<file path="src/rtl/risc24_pkg.sv">
// Shared definitions for the risc24 core: datapath width, reset PC and fetch FSM encodings.
package risc24_pkg;

    localparam int unsigned XLEN = 16;
    localparam logic [XLEN-1:0] RESET_PC_DEFAULT = 16'h0000;

    typedef enum logic [1:0] {
        StIdle = 2'd0,
        StReq  = 2'd1,
        StHold = 2'd2
    } fetch_state_e;

endpackage

</file>
<file path="src/rtl/instr_fetch_unit_if.sv">
// Fetch-stage bus: instruction-memory read handshake plus the IR valid/ready hand-off.
interface instr_fetch_unit_if;
    import risc24_pkg::*;

    logic            mem_req;
    logic [XLEN-1:0] mem_addr;
    logic [XLEN-1:0] mem_rdata;
    logic            mem_ack;
    logic [XLEN-1:0] instr;
    logic [XLEN-1:0] instr_pc;
    logic            instr_valid;
    logic            instr_ready;

    // Fetch unit side.
    modport master (
        output mem_req, mem_addr, instr, instr_pc, instr_valid,
        input  mem_rdata, mem_ack, instr_ready
    );

    // Memory and decode side.
    modport slave (
        input  mem_req, mem_addr, instr, instr_pc, instr_valid,
        output mem_rdata, mem_ack, instr_ready
    );

endinterface

</file>
<file path="src/rtl/fetch_timeout_ctr.sv">
// Counts cycles spent waiting for an instruction-memory ack; flags expiry at TIMEOUT cycles.
module fetch_timeout_ctr #(
    parameter int unsigned TIMEOUT = 16
) (
    input  logic clk,
    input  logic reset,
    input  logic clear,
    input  logic count,
    output logic expired
);

    localparam int unsigned CW = $clog2(TIMEOUT + 1);

    logic [CW-1:0] cnt_q;

    // Expiry fires on the TIMEOUT-th counted cycle, not one after.
    assign expired = count && (cnt_q == CW'(TIMEOUT - 1));

    always_ff @(posedge clk or posedge reset) begin
        if (reset) begin
            cnt_q <= '0;
        end else if (clear) begin
            cnt_q <= '0;
        end else if (count && !expired) begin
            cnt_q <= cnt_q + 1'b1;
        end
    end

endmodule

</file>
<file path="src/rtl/instr_fetch_unit.sv">
// Fetch stage: owns the PC, reads instruction memory over req/ack and hands the IR to decode.
// Optional fetch timeout enabled by defining FETCH_TIMEOUT_EN.
module instr_fetch_unit
    import risc24_pkg::*;
#(
    parameter logic [XLEN-1:0] RESET_PC = RESET_PC_DEFAULT,
    parameter logic [XLEN-1:0] PC_STEP  = 16'd1
`ifdef FETCH_TIMEOUT_EN
    ,
    parameter int unsigned     TIMEOUT  = 16
`endif
) (
    input  logic                clk,
    input  logic                reset,
    instr_fetch_unit_if.master  bus,
    input  logic                redirect,
    input  logic [XLEN-1:0]     redirect_pc,
    output logic [1:0]          state,
    output logic                fetch_err
);

    fetch_state_e    state_q;
    logic [XLEN-1:0] pc_q;
    logic [XLEN-1:0] addr_q;
    logic [XLEN-1:0] instr_q;
    logic [XLEN-1:0] instr_pc_q;
    logic            valid_q;
    logic            kill_q;
    logic            err_q;
    logic            timeout_hit;
    logic [XLEN-1:0] pc_inc;

    assign pc_inc = pc_q + PC_STEP;

`ifdef FETCH_TIMEOUT_EN
    fetch_timeout_ctr #(
        .TIMEOUT (TIMEOUT)
    ) u_timeout (
        .clk     (clk),
        .reset   (reset),
        .clear   ((state_q != StReq) || bus.mem_ack),
        .count   ((state_q == StReq) && !bus.mem_ack),
        .expired (timeout_hit)
    );
`else
    assign timeout_hit = 1'b0;
`endif

    // addr_q holds the in-flight request address; pc_q may move under it on a redirect.
    always_ff @(posedge clk or posedge reset) begin
        if (reset) begin
            state_q    <= StIdle;
            pc_q       <= RESET_PC;
            addr_q     <= RESET_PC;
            instr_q    <= '0;
            instr_pc_q <= '0;
            valid_q    <= 1'b0;
            kill_q     <= 1'b0;
            err_q      <= 1'b0;
        end else begin
            case (state_q)
                StIdle: begin
                    if (redirect) begin
                        pc_q   <= redirect_pc;
                        addr_q <= redirect_pc;
                    end else begin
                        addr_q <= pc_q;
                    end
                    if (!err_q) state_q <= StReq;
                end
                StReq: begin
                    if (timeout_hit) begin
                        err_q   <= 1'b1;
                        kill_q  <= 1'b0;
                        state_q <= StIdle;
                        if (redirect) pc_q <= redirect_pc;
                    end else if (redirect) begin
                        pc_q    <= redirect_pc;
                        valid_q <= 1'b0;
                        // An outstanding request must still complete; its data is discarded.
                        kill_q  <= !bus.mem_ack;
                        if (bus.mem_ack) addr_q <= redirect_pc;
                    end else if (bus.mem_ack) begin
                        if (kill_q) begin
                            kill_q <= 1'b0;
                            addr_q <= pc_q;
                        end else begin
                            instr_q    <= bus.mem_rdata;
                            instr_pc_q <= pc_q;
                            valid_q    <= 1'b1;
                            state_q    <= StHold;
                        end
                    end
                end
                StHold: begin
                    if (redirect) begin
                        pc_q    <= redirect_pc;
                        addr_q  <= redirect_pc;
                        valid_q <= 1'b0;
                        state_q <= StReq;
                    end else if (bus.instr_ready) begin
                        pc_q    <= pc_inc;
                        addr_q  <= pc_inc;
                        valid_q <= 1'b0;
                        state_q <= StReq;
                    end
                end
                default: begin
                    state_q <= StIdle;
                    valid_q <= 1'b0;
                    kill_q  <= 1'b0;
                end
            endcase
        end
    end

    assign bus.mem_req     = (state_q == StReq);
    assign bus.mem_addr    = addr_q;
    assign bus.instr       = instr_q;
    assign bus.instr_pc    = instr_pc_q;
    assign bus.instr_valid = valid_q;
    assign state           = state_q;
    assign fetch_err       = err_q;

endmodule
</file>
<file path="src/flat_wrapper.sv">
// flat-port wrapper written by rule: the top's interface ports become plain ports
module instr_fetch_unit_flat import risc24_pkg::*;
#(
    parameter logic [XLEN-1:0] RESET_PC = RESET_PC_DEFAULT,
    parameter logic [XLEN-1:0] PC_STEP  = 16'd1

)
  (clk, reset, redirect, redirect_pc, state, fetch_err, bus_mem_req, bus_mem_addr, bus_instr, bus_instr_pc, bus_instr_valid, bus_mem_rdata, bus_mem_ack, bus_instr_ready);
  instr_fetch_unit_if bus_i ();
  input  logic clk;
  input  logic reset;
  input  logic redirect;
  input  logic [XLEN-1:0] redirect_pc;
  output logic [1:0] state;
  output logic fetch_err;
  output wire logic [$bits(bus_i.mem_req)-1:0] bus_mem_req;
  output wire logic [$bits(bus_i.mem_addr)-1:0] bus_mem_addr;
  output wire logic [$bits(bus_i.instr)-1:0] bus_instr;
  output wire logic [$bits(bus_i.instr_pc)-1:0] bus_instr_pc;
  output wire logic [$bits(bus_i.instr_valid)-1:0] bus_instr_valid;
  input wire logic [$bits(bus_i.mem_rdata)-1:0] bus_mem_rdata;
  input wire logic [$bits(bus_i.mem_ack)-1:0] bus_mem_ack;
  input wire logic [$bits(bus_i.instr_ready)-1:0] bus_instr_ready;
  assign bus_mem_req = bus_i.mem_req;
  assign bus_mem_addr = bus_i.mem_addr;
  assign bus_instr = bus_i.instr;
  assign bus_instr_pc = bus_i.instr_pc;
  assign bus_instr_valid = bus_i.instr_valid;
  assign bus_i.mem_rdata = bus_mem_rdata;
  assign bus_i.mem_ack = bus_mem_ack;
  assign bus_i.instr_ready = bus_instr_ready;
  instr_fetch_unit #(.RESET_PC(RESET_PC), .PC_STEP(PC_STEP)) u_core (.clk(clk), .reset(reset), .bus(bus_i), .redirect(redirect), .redirect_pc(redirect_pc), .state(state), .fetch_err(fetch_err));
endmodule
</file>
<file path="config.mk">
export PLATFORM = sky130hd
export DESIGN_NAME = instr_fetch_unit_flat
export DESIGN_NICKNAME = d
export VERILOG_FILES = /design/src/rtl/risc24_pkg.sv /design/src/rtl/instr_fetch_unit_if.sv /design/src/rtl/fetch_timeout_ctr.sv /design/src/rtl/instr_fetch_unit.sv /design/src/flat_wrapper.sv
export SDC_FILE = /design/constraint.sdc
export NUM_CORES = 1
export LEC_CHECK = 0
export ABC_AREA = 0
export CAP_MARGIN = 20
export CORE_ASPECT_RATIO = 1.25
export CORE_UTILIZATION = 40
export DETAILED_ROUTE_END_ITERATION = 8
export GPL_ROUTABILITY_DRIVEN = 0
export PLACE_DENSITY_LB_ADDON = 0.3
export SLEW_MARGIN = 20
export SYNTH_ARGS = -nofsm -noshare
export SYNTH_HDL_FRONTEND = slang
export SYNTH_SLANG_ARGS = --single-unit
</file>
<file path="constraint.sdc">
create_clock -name clk -period 6 [get_ports clk]
set_input_delay 0.6 -clock clk [delete_from_list [all_inputs] [get_ports clk]]
set_output_delay 0.6 -clock clk [all_outputs]
set_load 0.02 [all_outputs]
</file>
# [Word level (Yosys, flattened, before mapping)]
# Index checks and enable logic that the tools add are counted.
[word_totals] register_bits=68 out_inout_bits=53 input_bits=37
[op_classes] eq_ne=9 reduce_logical=12 bitwise_logic=4 muxes=24 n_addsub=1
[op_table] operator="$mux W16" n=7
[op_table] operator="$pmux W16 S3" n=1
[op_table] operator="$pmux W16 S2" n=1
[op_table] operator="$add A16 B1 Y16 const B" n=1
[op_table] operator="$reduce_and A4 Y1" n=4
[op_table] operator="$mux W2" n=5
[op_table] operator="$mux W1" n=7
[op_table] operator="$ne A3 B2 Y1 const B" n=2
[op_table] operator="$ne A3 B3 Y1 const B" n=2
[op_table] operator="$pmux W2 S3" n=1
[op_table] operator="$ne A2 B2 Y1 const B" n=2
[op_table] operator="$not A1 Y1" n=4
[op_table] operator="$reduce_and A2 Y1" n=2
[op_table] operator="$reduce_or A2 Y1" n=2
[op_table] operator="$pmux W1 S3" n=1
[op_table] operator="$reduce_bool A3 Y1" n=1
[op_table] operator="$eq A2 B1 Y1 const B" n=1
[op_table] operator="$eq A2 B2 Y1 const B" n=1
[op_table] operator="$logic_not A2 Y1" n=1
[op_table] operator="$ne A2 B1 Y1 const B" n=1
[op_table] operator="$pmux W1 S2" n=1
[op_table] operator="$reduce_bool A2 Y1" n=1
[op_table] operator="$logic_not A1 Y1" n=1

# [Longest topological paths before layout]
# Gate-level depths: netlist of the first run.
[depth] ltp_word=4 depth_mapped=7

# [Least setup slack after synthesis of the first run]
# OpenSTA, ideal clock, no wires.
[synth_timing] path_type="in2reg" startpoint="input redirect" endpoint="register u_core.instr_q[10], in the netlist u_core.bus.instr[10]" setup_ns=0.125 path_buffers=2 t_arrival_ns=1.763 stages=4 path_slack_ns=4.112 cell_sequence="buf_4 > nor4_4 > buf_2 > mux2_2"
[synth_via] elab_chain_len=2
[synth_lines] item="start: declaration" line="flat_wrapper.sv:12" text="input logic redirect;"
[synth_lines] item="$not A1 Y1 (no line)"
[synth_lines] item="$reduce_and A4 Y1 (no line)"
[synth_lines] item="end signal: assignment" line="instr_fetch_unit.sv:88" text="instr_q <= bus.mem_rdata;"
[synth_lines] item="end: declaration" line="instr_fetch_unit.sv:25" text="logic [XLEN-1:0] instr_q;"
# Every way passes these cells.
# A chain may end at the register's enable or synchronous reset.

# [Final worst setup path of the first run]
[layout_timing] startpoint="register u_core.state_q[1], in the netlist u_core.state[1]" endpoint="output bus_mem_req"
[layout_via] elab_chain_len=1
[layout_lines] item="start: declaration" line="instr_fetch_unit.sv:22" text="fetch_state_e state_q;"
[layout_lines] item="start signal: assignment" line="instr_fetch_unit.sv:52" text="state_q <= StIdle;"
[layout_lines] item="start signal: assignment" line="instr_fetch_unit.sv:69" text="if (!err_q) state_q <= StReq;"
[layout_lines] item="start signal: assignment" line="instr_fetch_unit.sv:75" text="state_q <= StIdle;"
[layout_lines] item="$eq A2 B1 Y1" line="instr_fetch_unit.sv:117" text="assign bus.mem_req = (state_q == StReq);"
[layout_lines] item="end: declaration" line="flat_wrapper.sv:16" text="output wire logic [$bits(bus_i.mem_req)-1:0] bus_mem_req;"
# Every way passes these cells.

==> results_tabular.tex, run 1 <==
\begin{tabular}{lr}
\hline
Metric & Value \\
\hline
\multicolumn{2}{l}{\textbf{Cells and area}} \\
Number of inserted diodes & 0 \\
Fraction of final layout cells with drive strength greater than 1 & 16.8\% \\
Area added between synthesis and finish & 31.6\% \\
Fin nets & 434 \\
Number of non-filler instances in the completed layout & 496 \\
\multicolumn{2}{l}{\textbf{Route}} \\
Detail-routed via count per cell & 5.52 \\
Total DRC errors in the routed layout & 3 \\
Number of iterations in the first detailed-routing pass & 8 \\
Initial drt markers & roughly 220 \\
Total number of vias & 2738 \\
Final WL & 8200 um \\
Average routed wire per standard cell & $\sim$17 um \\
Count of nets left with antenna violations after detail routing & 0 \\
\multicolumn{2}{l}{\textbf{Critical path}} \\
Endpoint type of the worst setup path & primary output \\
Flop2flop setup slack & 3.75 ns \\
Largest fanout on the critical path & 14 \\
R2R depth & 4 \\
Reg2reg start & u\_core.state[1] \\
Worst setup path category & reg2out \\
Data required time of the critical path & 5.40 ns \\
Type of origin of the critical path & register \\
R2R Path End & u\_core.bus.mem\_addr[11] \\
Arrival time of the worst setup path & about 1.9 ns \\
\multicolumn{2}{l}{\textbf{Hold path}} \\
Depth of the worst hold-timing path & 1 \\
Path type of the worst min-delay path & reg2reg \\
Hold Crit Endpoint & u\_core.bus.instr[4] \\
Startpoint of the lowest-slack hold path & u\_core.bus.instr[4] \\
\multicolumn{2}{l}{\textbf{Global route}} \\
Gr ovfl total & 0 \\
Vias in the first global route & 2732 \\
Met2 Track Usage GR & 31.8\% \\
Maximum number of pins on one net before global-route repair & between 60 and 70 \\
Number of antenna violations at the first check in global routing & 0 \\
Met1 track demand over resource & 25.9\% \\
GRT busiest layer & met2 \\
Met3 routing resource usage after global routing & 4.46\% \\
Overall Global Routing Usage & 19.9\% \\
Wire length of the first global-routing pass & 13700 um \\
\multicolumn{2}{l}{\textbf{Floorplanning}} \\
Die ar. & 0.00893 mm\^{}2 \\
Initial Utilization & 41.3\% \\
Num ports & 90 \\
Core area & 0.00829 mm\^{}2 \\
Die Y & around 110 um \\
Std cell rows & 37 \\
Die Width & 84.7 um \\
\multicolumn{2}{l}{\textbf{STA}} \\
Transition at the pin with the smallest max-transition slack & 0.862 ns \\
Fmax & $\sim$0.4 GHz \\
Sum of negative setup slack & 0 ns \\
Final worst hold slack & 0.490 ns \\
Remaining max-slew budget at the tightest pin & 42.5\% \\
Total count of max-transition violations in the final report & 0 \\
Final setup violation count & 0 \\
Period minus WS final & 2.50 ns \\
Number of hold-slack violations in the final timing report & 0 \\
RSZ-0062 raised after global routing & false \\
Clock skew after layout & 0.00858 ns \\
Period utilisation layout & 41.6\% \\
\multicolumn{2}{l}{\textbf{Outcome}} \\
Violated checks & design-rule violations \\
Run status & complete, but fails checks \\
\multicolumn{2}{l}{\textbf{Clock network}} \\
Count of hold-fix buffers inserted at cts & 0 \\
Htree depth & 3 \\
Root Buffer & sky130\_fd\_sc\_hd\_\_clkbuf\_8 \\
Clock-pin slew reported for the worst setup and hold paths after clock tree synthesis & 0.07 ns \\
Number of buffers added for setup after CTS & 0 \\
CTS Buf Count & 9 \\
CTS sink cnt & 68 \\
Clock latency at the later pin of the worst-skew pair & 0.35 ns \\
PostCTS Resize Cnt & 0 \\
CTS tree & done \\
Clock Path Buffers & 2 \\
\multicolumn{2}{l}{\textbf{Yosys}} \\
Leading register cell type out of synthesis & sky130\_fd\_sc\_hd\_\_dfrtp\_1 \\
Number of unique standard cell types used by synthesis & 52 \\
Cell area after synthesis & 0.00342 mm\^{}2 \\
Post-synth top cells & 68 x sky130\_fd\_sc\_hd\_\_dfrtp\_1, 35 x sky130\_fd\_sc\_hd\_\_mux2\_2, 30 x sky130\_fd\_sc\_hd\_\_o21ai\_0 \\
Synth Net Count & 352 \\
Most repeated cell in the gate-level netlist after synthesis & sky130\_fd\_sc\_hd\_\_dfrtp\_1 \\
Post-synthesis sequential element count & 68 \\
Count of flip-flops with a built-in enable after synthesis & 0 \\
Top cell type's share of synthesized area & 49.7\% \\
Portion of the post-synthesis area used by sequential elements & 49.7\% \\
Number of cells produced by synthesis & 314 \\
Yosys warns & 0 \\
Dominant cell type by area after synthesis & sky130\_fd\_sc\_hd\_\_dfrtp\_1 \\
Share of flip-flops with an asynchronous set or reset after synthesis & 100\% \\
Largest cells by area after synthesis & sky130\_fd\_sc\_hd\_\_dfrtp\_1 50\%, sky130\_fd\_sc\_hd\_\_mux2\_2 12\%, sky130\_fd\_sc\_hd\_\_o21ai\_0 4.4\%, sky130\_fd\_sc\_hd\_\_o31ai\_1 3.3\%, sky130\_fd\_sc\_hd\_\_nor2\_1 2.1\% \\
Average size of a mapped cell & about 11 um\^{}2 \\
\multicolumn{2}{l}{\textbf{Power and ir drop}} \\
Power per standard cell area & 485 mW/mm\^{}2 \\
VDD IR-drop max & 0.238 mV \\
Leakage & around 1.8 nW \\
\multicolumn{2}{l}{\textbf{Job}} \\
Max Cap Violations & 0 \\
\multicolumn{2}{l}{\textbf{Placed design}} \\
\# port buffers & 88 \\
HPWL reported at the end of detailed placement & 5540 um \\
Placed cells & 482 \\
\hline
\end{tabular}
==> critical path, stage by stage, from the launching register on <==
cell                              delay [ns]
sky130_fd_sc_hd__dfrtp_1                0.54
sky130_fd_sc_hd__inv_1                  0.17
sky130_fd_sc_hd__nand2_1                0.13
sky130_fd_sc_hd__inv_1                  0.09
sky130_fd_sc_hd__clkdlybuf4s50_1        0.61
==> per-stage QoR <==
| step | setup slack [ns] | utilization (%) | total power [mW] | area (um^2) |
|---|---|---|---|---|
| after global routing | 3.42 | 54.3 | 2.33 | 4500 |
| after global placement | 3.43 | 52.4 | 1.86 | 4350 |
| after CTS | 3.50 | 54.3 | 2.21 | 4500 |
| final | 3.50 | 54.3 | 2.18 | 4500 |
| after floorplan | 3.69 | - | 1.40 | 3420 |
| after detailed placement | 3.40 | 52.4 | 1.88 | 4350 |
==> state kept, by name, indices dropped and copies added, names as in the netlist <==
name and flops:
u_core.kill_q 1, u_core.bus.instr_valid 1, u_core.bus.instr_pc 16, u_core.state 2, u_core.pc_q 16, u_core.bus.instr 16, u_core.bus.mem_addr 16
==> cells by family after synthesis <==
kind of cell    after synthesis  synth area share, %
fa+ha+maj                     1                0.366
buf+inv                      32                 4.61
simple gates                 82                 14.4
flops                        68                 49.7
mux                          41                 13.3
other cells                   1                0.110
compound gates               85                 16.5
xor+xnor                      4                 1.02
==> power breakdown <==
group          total [mW]  switching, mW  internal [mW]
Clock               0.321          0.167          0.155
Sequential          0.828          0.166          0.663
Combinational        1.03          0.505          0.529
Total                2.18          0.837           1.35
==> final cells by class <==
type	instances	area (um^2)
fillers	756	3780
flip-flops and latches	68	1700
multi-input cells	214	1560
repair buffers	94	926
clock buffers	11	141
well taps	97	121
inverters	9	33.8
clock inverters	3	15.0
==> layer usage <==
| metal | vias to the layer above | share of wire [%] |
|---|---|---|
| li1 | 1306 | - |
| met1 | 1332 | 42 |
| met2 | 89 | 50 |
| met3 | 11 | 5.9 |
| met4 | 0 | 1.7 |
| met5 | - | 0 |
==> how the worst max path moves through the flow <==
| stage | start | end | slack [ns] |
|---|---|---|---|
| after CTS | u_core.state[1] | bus_mem_req | 3.50 |
| after detailed placement | redirect | u_core.bus.instr_pc[4] | 3.40 |
| after global routing | u_core.state[0] | bus_mem_req | 3.42 |
| after global placement | redirect | u_core.bus.instr[15] | 3.43 |
| after floorplan | reset | u_core.bus.instr[0] | 3.69 |
| final | u_core.state[1] | bus_mem_req | 3.50 |
==> cell usage in the layout, fill, tap and decap left out, types with 2 or more instances in the layout <==
master / n
sky130_fd_sc_hd__nand2b_1: 5
sky130_fd_sc_hd__a22oi_1: 2
sky130_fd_sc_hd__mux2i_1: 4
sky130_fd_sc_hd__a21oi_1: 9
sky130_fd_sc_hd__mux2_2: 35
sky130_fd_sc_hd__o2bb2ai_1: 2
sky130_fd_sc_hd__clkdlybuf4s50_1: 88
sky130_fd_sc_hd__o31ai_1: 15
sky130_fd_sc_hd__clkbuf_8: 10
sky130_fd_sc_hd__nand4_1: 3
sky130_fd_sc_hd__a31oi_1: 3
sky130_fd_sc_hd__mux2_1: 2
sky130_fd_sc_hd__nor3_1: 10
sky130_fd_sc_hd__clkinv_2: 3
sky130_fd_sc_hd__a22o_1: 2
sky130_fd_sc_hd__o211ai_1: 2
sky130_fd_sc_hd__nor2b_1: 4
sky130_fd_sc_hd__and2_1: 2
sky130_fd_sc_hd__nor2_1: 19
sky130_fd_sc_hd__and3_2: 3
sky130_fd_sc_hd__o41ai_1: 3
sky130_fd_sc_hd__buf_4: 6
sky130_fd_sc_hd__o21a_1: 6
sky130_fd_sc_hd__o21ai_0: 30
sky130_fd_sc_hd__nand3_1: 6
sky130_fd_sc_hd__nor4_1: 6
sky130_fd_sc_hd__a21o_1: 2
sky130_fd_sc_hd__xnor2_1: 4
sky130_fd_sc_hd__nor4_4: 3
sky130_fd_sc_hd__nand2_1: 13
sky130_fd_sc_hd__dfrtp_1: 68
sky130_fd_sc_hd__inv_1: 8
No activity file was read; power rests on OpenSTA's default activity.
==> inputs of run 2 (changes only) <==
clock period = 2.33 ns   (was 6 ns; I/O delays follow)
==> run 2 against run 1 <==
  * The flow still finishes with violations (design-rule violations)
  * Worst setup slack worse by 3.3 ns
  * Global-route usage is 0.75 points higher
  * Clock skew hardly changed
==> results_tabular.tex, run 2 (synthesized netlist as in run 1, its figures left out) <==
\begin{tabular}{lr}
\hline
Metric & Value \\
\hline
\multicolumn{2}{l}{\textbf{Floorplanning}} \\
Core area & about 0.0083 mm\^{}2 \\
Num ports & 90 \\
Die Y & 105 um \\
Initial Utilization & 41.3\% \\
Die ar. & about 0.0089 mm\^{}2 \\
Std cell rows & 37 \\
Die Width & 84.7 um \\
\multicolumn{2}{l}{\textbf{Route}} \\
Average routed wire per standard cell & 16.7 um \\
Final WL & about 8500 um \\
Number of iterations in the first detailed-routing pass & 8 \\
Count of nets left with antenna violations after detail routing & 0 \\
Total DRC errors in the routed layout & 3 \\
Initial drt markers & roughly 240 \\
Total number of vias & 2849 \\
Detail-routed via count per cell & 5.59 \\
\multicolumn{2}{l}{\textbf{Hold path}} \\
Path type of the worst min-delay path & in2async \\
\multicolumn{2}{l}{\textbf{Global route}} \\
Wire length of the first global-routing pass & 14200 um \\
Maximum number of pins on one net before global-route repair & 45 \\
Met2 Track Usage GR & 33.4\% \\
Overall Global Routing Usage & roughly 21\% \\
Vias in the first global route & 2867 \\
GRT busiest layer & met2 \\
Number of antenna violations at the first check in global routing & 0 \\
Gr ovfl total & 0 \\
Met1 track demand over resource & between 20\% and 30\% \\
Met3 routing resource usage after global routing & 6.03\% \\
\multicolumn{2}{l}{\textbf{STA}} \\
Final WS setup & 0.220 ns \\
Number of hold-slack violations in the final timing report & 0 \\
Clock skew after layout & 0.00827 ns \\
Period utilisation layout & 90.6\% \\
Remaining max-slew budget at the tightest pin & 49.1\% \\
Transition at the pin with the smallest max-transition slack & 0.762 ns \\
Final setup violation count & 0 \\
Fmax & 0.474 GHz \\
Sum of negative setup slack & 0 ns \\
Total count of max-transition violations in the final report & 0 \\
Period minus WS final & 2.11 ns \\
Final worst hold slack & 0.229 ns \\
RSZ-0062 raised after global routing & false \\
\multicolumn{2}{l}{\textbf{Outcome}} \\
Run status & complete, but fails checks \\
Violated checks & design-rule violations \\
\multicolumn{2}{l}{\textbf{Cells and area}} \\
Area added between synthesis and finish & 37.1\% \\
Number of non-filler instances in the completed layout & 510 \\
End-of-flow core utilization & 56.6\% \\
Fraction of final layout cells with drive strength greater than 1 & 19.4\% \\
Sequential cell area & roughly 0.0017 mm\^{}2 \\
Commonest non-fill, non-tap cell in the layout & sky130\_fd\_sc\_hd\_\_clkdlybuf4s50\_1 \\
Total area of multi-input combinational cells & $\sim$0.0016 mm\^{}2 \\
Highest-count cells in the layout ignoring fill and taps & 88 x sky130\_fd\_sc\_hd\_\_clkdlybuf4s50\_1, 68 x sky130\_fd\_sc\_hd\_\_dfrtp\_1, 35 x sky130\_fd\_sc\_hd\_\_mux2\_2 \\
Filler instances & around 740 \\
Number of inserted diodes & 0 \\
Fin nets & 446 \\
\multicolumn{2}{l}{\textbf{Critical path}} \\
CP bufs+invs & 3 \\
Arrival time of the worst setup path & around 1.9 ns \\
Maximum single-stage delay on the critical path & 0.59 ns \\
Type of origin of the critical path & register \\
Worst setup path category & reg2out \\
Reg2reg start & u\_core.pc\_q[0] \\
Crit path depth & 4 \\
Endpoint type of the worst setup path & primary output \\
Top Family by Delay on Critical Path & buffers and inverters \\
Largest fanout on the critical path & 14 \\
Top cell by count, worst path & sky130\_fd\_sc\_hd\_\_inv\_1 \\
Critical path capture point & bus\_mem\_req \\
R2R Path End & u\_core.pc\_q[12] \\
Crit path launch & u\_core.state[1] \\
Worst path slowest cell & sky130\_fd\_sc\_hd\_\_dfrtp\_1 \\
Flop2flop setup slack & 0.35 ns \\
CP cell instances & inv\_1 -> nand2\_1 -> inv\_1 -> clkdlybuf4s50\_1 \\
R2R depth & 5 \\
Data required time of the critical path & 2.10 ns \\
\multicolumn{2}{l}{\textbf{Clock network}} \\
Root Buffer & sky130\_fd\_sc\_hd\_\_clkbuf\_8 \\
Clock latency at the later pin of the worst-skew pair & between 0.3 and 0.4 ns \\
Clock Path Buffers & 2 \\
Htree depth & 3 \\
CTS Buf Count & 9 \\
PostCTS Resize Cnt & 0 \\
CTS tree & done \\
Clock-pin slew reported for the worst setup and hold paths after clock tree synthesis & 0.08 ns \\
Count of hold-fix buffers inserted at cts & 0 \\
Number of buffers added for setup after CTS & 0 \\
CTS sink cnt & 68 \\
\multicolumn{2}{l}{\textbf{Placed design}} \\
\# port buffers & 88 \\
Setup slack at placement & 0.354 ns \\
HPWL reported at the end of detailed placement & 6000 um \\
Placed cells & 494 \\
\multicolumn{2}{l}{\textbf{Power and ir drop}} \\
Leakage & about 1.9 nW \\
Power per standard cell area & between 1000 and 1500 mW/mm\^{}2 \\
VDD IR-drop max & approximately 0.69 mV \\
\multicolumn{2}{l}{\textbf{Job}} \\
Max Cap Violations & 0 \\
\hline
\end{tabular}
==> run 2: cell types whose count changed in the layout (fill, tap and decap cells not counted), sizes merged <==
cell,before,now
buf,6,18
bufinv,0,2
clkinvlp,0,1
clkbuf,11,12
clkinv,3,1
==> run 2: tightest hold or removal path, delay by kind of cell <==
family   cells  cell delay, ns
buf+inv      3            0.69
==> run 2: cell type report <==
type                            count  area share [%]
Multi-Input combinational cell    214            33.3
Inverter                            9           0.720
Tap cell                           97            2.59
Timing Repair Buffer              106            22.5
Sequential cell                    68            36.3
Clock inverter                      4            1.55
Clock buffer                       12            3.09
==> run 2: report_power, final <==
group          leakage (nW)  switching (mW)  total (mW)  internal (mW)
clock                 0.107           0.461        1.09          0.631
sequential            0.808           0.405        2.11           1.71
combinational         0.984            1.35        2.78           1.42
total                  1.90            2.22        5.98           3.76
==> run 2: how the worst min path moves through the flow <==
stage	from	end	slack, ns
after detailed placement	u_core.bus.instr[3]	u_core.bus.instr[3]	0.47
final	reset	u_core.bus.instr[8]	0.23
after floorplan	bus_mem_ack	u_core.state[0]	0.34
after CTS	reset	u_core.bus.instr[8]	0.23
after global placement	u_core.bus.instr_valid	u_core.bus.instr_valid	0.47
after global routing	reset	u_core.bus.instr_pc[13]	0.24
==> run 2: metal layers <==
layer  routed length (um)  vias to the layer above
met2                 4130                       98
met5                    0                        -
li1                     -                     1335
met4                  255                        0
met1                 3590                     1396
met3                  563                       20
==> run 2: through the flow <==
step / area, um^2 / power, mW
global placement: 4470 / 4.87
global route: 4690 / 6.34
CTS: 4690 / 6.04
detailed placement: 4470 / 4.93
floorplan: 3420 / 3.60
finish: 4690 / 5.98
==> inputs of run 3 (changes only) <==
CELL_PAD_IN_SITES_DETAIL_PLACEMENT = 0   (was not set)
CELL_PAD_IN_SITES_GLOBAL_PLACEMENT = 1   (was not set)
CORE_UTILIZATION = 38   (was 40)
==> run 3 against run 2 <==
  * The flow now finishes without violations
  * Largest power group unchanged
  * Routed wire length fell by 0.61%
  * Fmax fell by 0.43%
  * Critical path type unchanged
  * Largest cell class unchanged
  * Cell count rose by 4.7%
  * Highest routed layer unchanged
==> results_tabular.tex, run 3 (synthesized netlist as in run 1, its figures left out) <==
\begin{tabular}{lr}
\hline
Metric & Value \\
\hline
\multicolumn{2}{l}{\textbf{Critical path}} \\
Arrival time of the worst setup path & 1.89 ns \\
Largest fanout on the critical path & 9 \\
Endpoint type of the worst setup path & primary output \\
Worst setup path category & reg2out \\
Data required time of the critical path & 2.10 ns \\
Type of origin of the critical path & register \\
\multicolumn{2}{l}{\textbf{STA}} \\
Sum of negative setup slack & 0 ns \\
Number of hold-slack violations in the final timing report & 0 \\
Period utilisation layout & 91.0\% \\
Final setup violation count & 0 \\
Fmax & 0.472 GHz \\
Total count of max-transition violations in the final report & 0 \\
Transition at the pin with the smallest max-transition slack & 0.616 ns \\
Remaining max-slew budget at the tightest pin & 58.9\% \\
Period minus WS final & 2.12 ns \\
RSZ-0062 raised after global routing & false \\
Clock skew after layout & 0.00829 ns \\
\multicolumn{2}{l}{\textbf{Floorplanning}} \\
Die ar. & 0.00939 mm\^{}2 \\
Initial Utilization & 39.3\% \\
Die Y & between 100 and 150 um \\
Die Width & between 80 and 90 um \\
Core area & 0.00870 mm\^{}2 \\
Std cell rows & 38 \\
Num ports & 90 \\
\multicolumn{2}{l}{\textbf{Route}} \\
Final WL & between 8000 and 9000 um \\
Average routed wire per standard cell & approximately 16 um \\
Count of nets left with antenna violations after detail routing & 0 \\
Initial drt markers & 121 \\
Total DRC errors in the routed layout & 0 \\
Detail-routed via count per cell & 5.34 \\
Number of iterations in the first detailed-routing pass & 4 \\
Total number of vias & 2850 \\
\multicolumn{2}{l}{\textbf{Power and ir drop}} \\
Share of total power in combinational logic & about half \\
Internal power component & roughly 3.5 mW \\
Proportion of total power due to net switching & 38.4\% \\
VDD IR-drop max & 0.619 mV \\
Clock power share & between 10 and 15\% \\
Power share of the sequential group & 36.9\% \\
Leakage & between 1.5 and 2 nW \\
Power dissipated by switching net loads & 2.19 mW \\
Power per standard cell area & $\sim$1200 mW/mm\^{}2 \\
\multicolumn{2}{l}{\textbf{Clock network}} \\
CTS sink cnt & 68 \\
PostCTS Resize Cnt & 0 \\
Clock-pin slew reported for the worst setup and hold paths after clock tree synthesis & approximately 0.07 ns \\
Clock Path Buffers & 2 \\
Count of hold-fix buffers inserted at cts & 0 \\
Clock latency at the later pin of the worst-skew pair & 0.35 ns \\
Htree depth & 3 \\
Root Buffer & sky130\_fd\_sc\_hd\_\_clkbuf\_8 \\
CTS tree & done \\
Number of buffers added for setup after CTS & 0 \\
CTS Buf Count & 9 \\
\multicolumn{2}{l}{\textbf{Global route}} \\
Overall Global Routing Usage & 19.7\% \\
Maximum number of pins on one net before global-route repair & 69 \\
Number of antenna violations at the first check in global routing & 0 \\
Gr ovfl total & 0 \\
Wire length of the first global-routing pass & approximately 14000 um \\
Vias in the first global route & 2864 \\
\multicolumn{2}{l}{\textbf{Placed design}} \\
\# port buffers & between 80 and 90 \\
HPWL reported at the end of detailed placement & 6040 um \\
Post-detailed-placement cell area & 0.00450 mm\^{}2 \\
\multicolumn{2}{l}{\textbf{Hold path}} \\
Path type of the worst min-delay path & in2async \\
\multicolumn{2}{l}{\textbf{Cells and area}} \\
Highest-count cells in the layout ignoring fill and taps & 88 x sky130\_fd\_sc\_hd\_\_clkdlybuf4s50\_1, 68 x sky130\_fd\_sc\_hd\_\_dfrtp\_1, 35 x sky130\_fd\_sc\_hd\_\_mux2\_2 \\
Cell area after layout & between 0.004 and 0.005 mm\^{}2 \\
Filler instances & 827 \\
Commonest non-fill, non-tap cell in the layout & sky130\_fd\_sc\_hd\_\_clkdlybuf4s50\_1 \\
Area added between synthesis and finish & 36.0\% \\
Number of inserted diodes & 0 \\
End-of-flow core utilization & 53.5\% \\
Fraction of final layout cells with drive strength greater than 1 & 19.3\% \\
Fin nets & between 400 and 500 \\
\multicolumn{2}{l}{\textbf{Job}} \\
Max Cap Violations & 0 \\
\multicolumn{2}{l}{\textbf{Outcome}} \\
Run status & completed \\
\hline
\end{tabular}
[run 3: worst paths after layout]
path | start | end | slack [ns] | depth (start not counted)
hold reg to reg | u_core.bus.instr[3] | u_core.bus.instr[3] | 0.49 | 1
hold / removal | reset | u_core.bus.instr[10] | 0.27 | 3
setup reg to reg | u_core.pc_q[0] | u_core.bus.mem_addr[10] | 0.34 | 5
min in group clk | bus_mem_rdata[4] | u_core.bus.instr[4] | 0.48 | 2
max in group asynchronous | reset | u_core.bus.mem_addr[11] | 1.75 | 3
setup / recovery | u_core.state[1] | bus_mem_req | 0.21 | 5
[run 3: critical path, stage by stage (launching register included)]
cell and delay [ns]:
sky130_fd_sc_hd__dfrtp_1 0.44, sky130_fd_sc_hd__buf_4 0.19, sky130_fd_sc_hd__inv_1 0.09, sky130_fd_sc_hd__nand2_1 0.12, sky130_fd_sc_hd__inv_1 0.09, sky130_fd_sc_hd__clkdlybuf4s50_1 0.61
[run 3: final cells by class]
type,instances,area (um^2),share of cell area (%)
Sequential cell,68,1700,36.6
Multi-Input combinational cell,214,1560,33.6
Timing Repair Buffer,108,1060,22.7
Tap cell,120,150,3.23
Clock buffer,12,135,2.90
Inverter,9,33.8,0.726
Clock inverter,3,15.0,0.323
[run 3: routing by layer]
| metal | vias to the layer above | share of wire [%] | track usage [%] | routed length (um) |
|---|---|---|---|---|
| met5 | - | 0 | 0 | 0 |
| met4 | 0 | 2.1 | 8.57 | 174 |
| met3 | 16 | 6.6 | 6.56 | 562 |
| met2 | 90 | 48 | 32.3 | 4100 |
| met1 | 1401 | 43 | 23.5 | 3650 |
| li1 | 1343 | - | - | - |
[run 3: through the flow]
step	cells	hold WS, ns	setup slack [ns]	power [mW]
finish	534	0.266	0.211	5.70
global route	534	0.286	0.0829	6.08
CTS	534	0.278	0.184	5.78
detailed placement	519	0.466	0.324	4.94
global placement	519	0.467	0.353	4.90
floorplan	314	0.344	0.385	3.60
[run 3: power by group through the flow]
stage	registers (mW)	logic, mW	clock network, mW
after global routing	2.19	2.99	0.901
final	2.10	2.79	0.814
after detailed placement	2.14	2.80	0
after global placement	2.11	2.78	0
after floorplan	2.58	1.02	0
after CTS	2.11	2.82	0.853
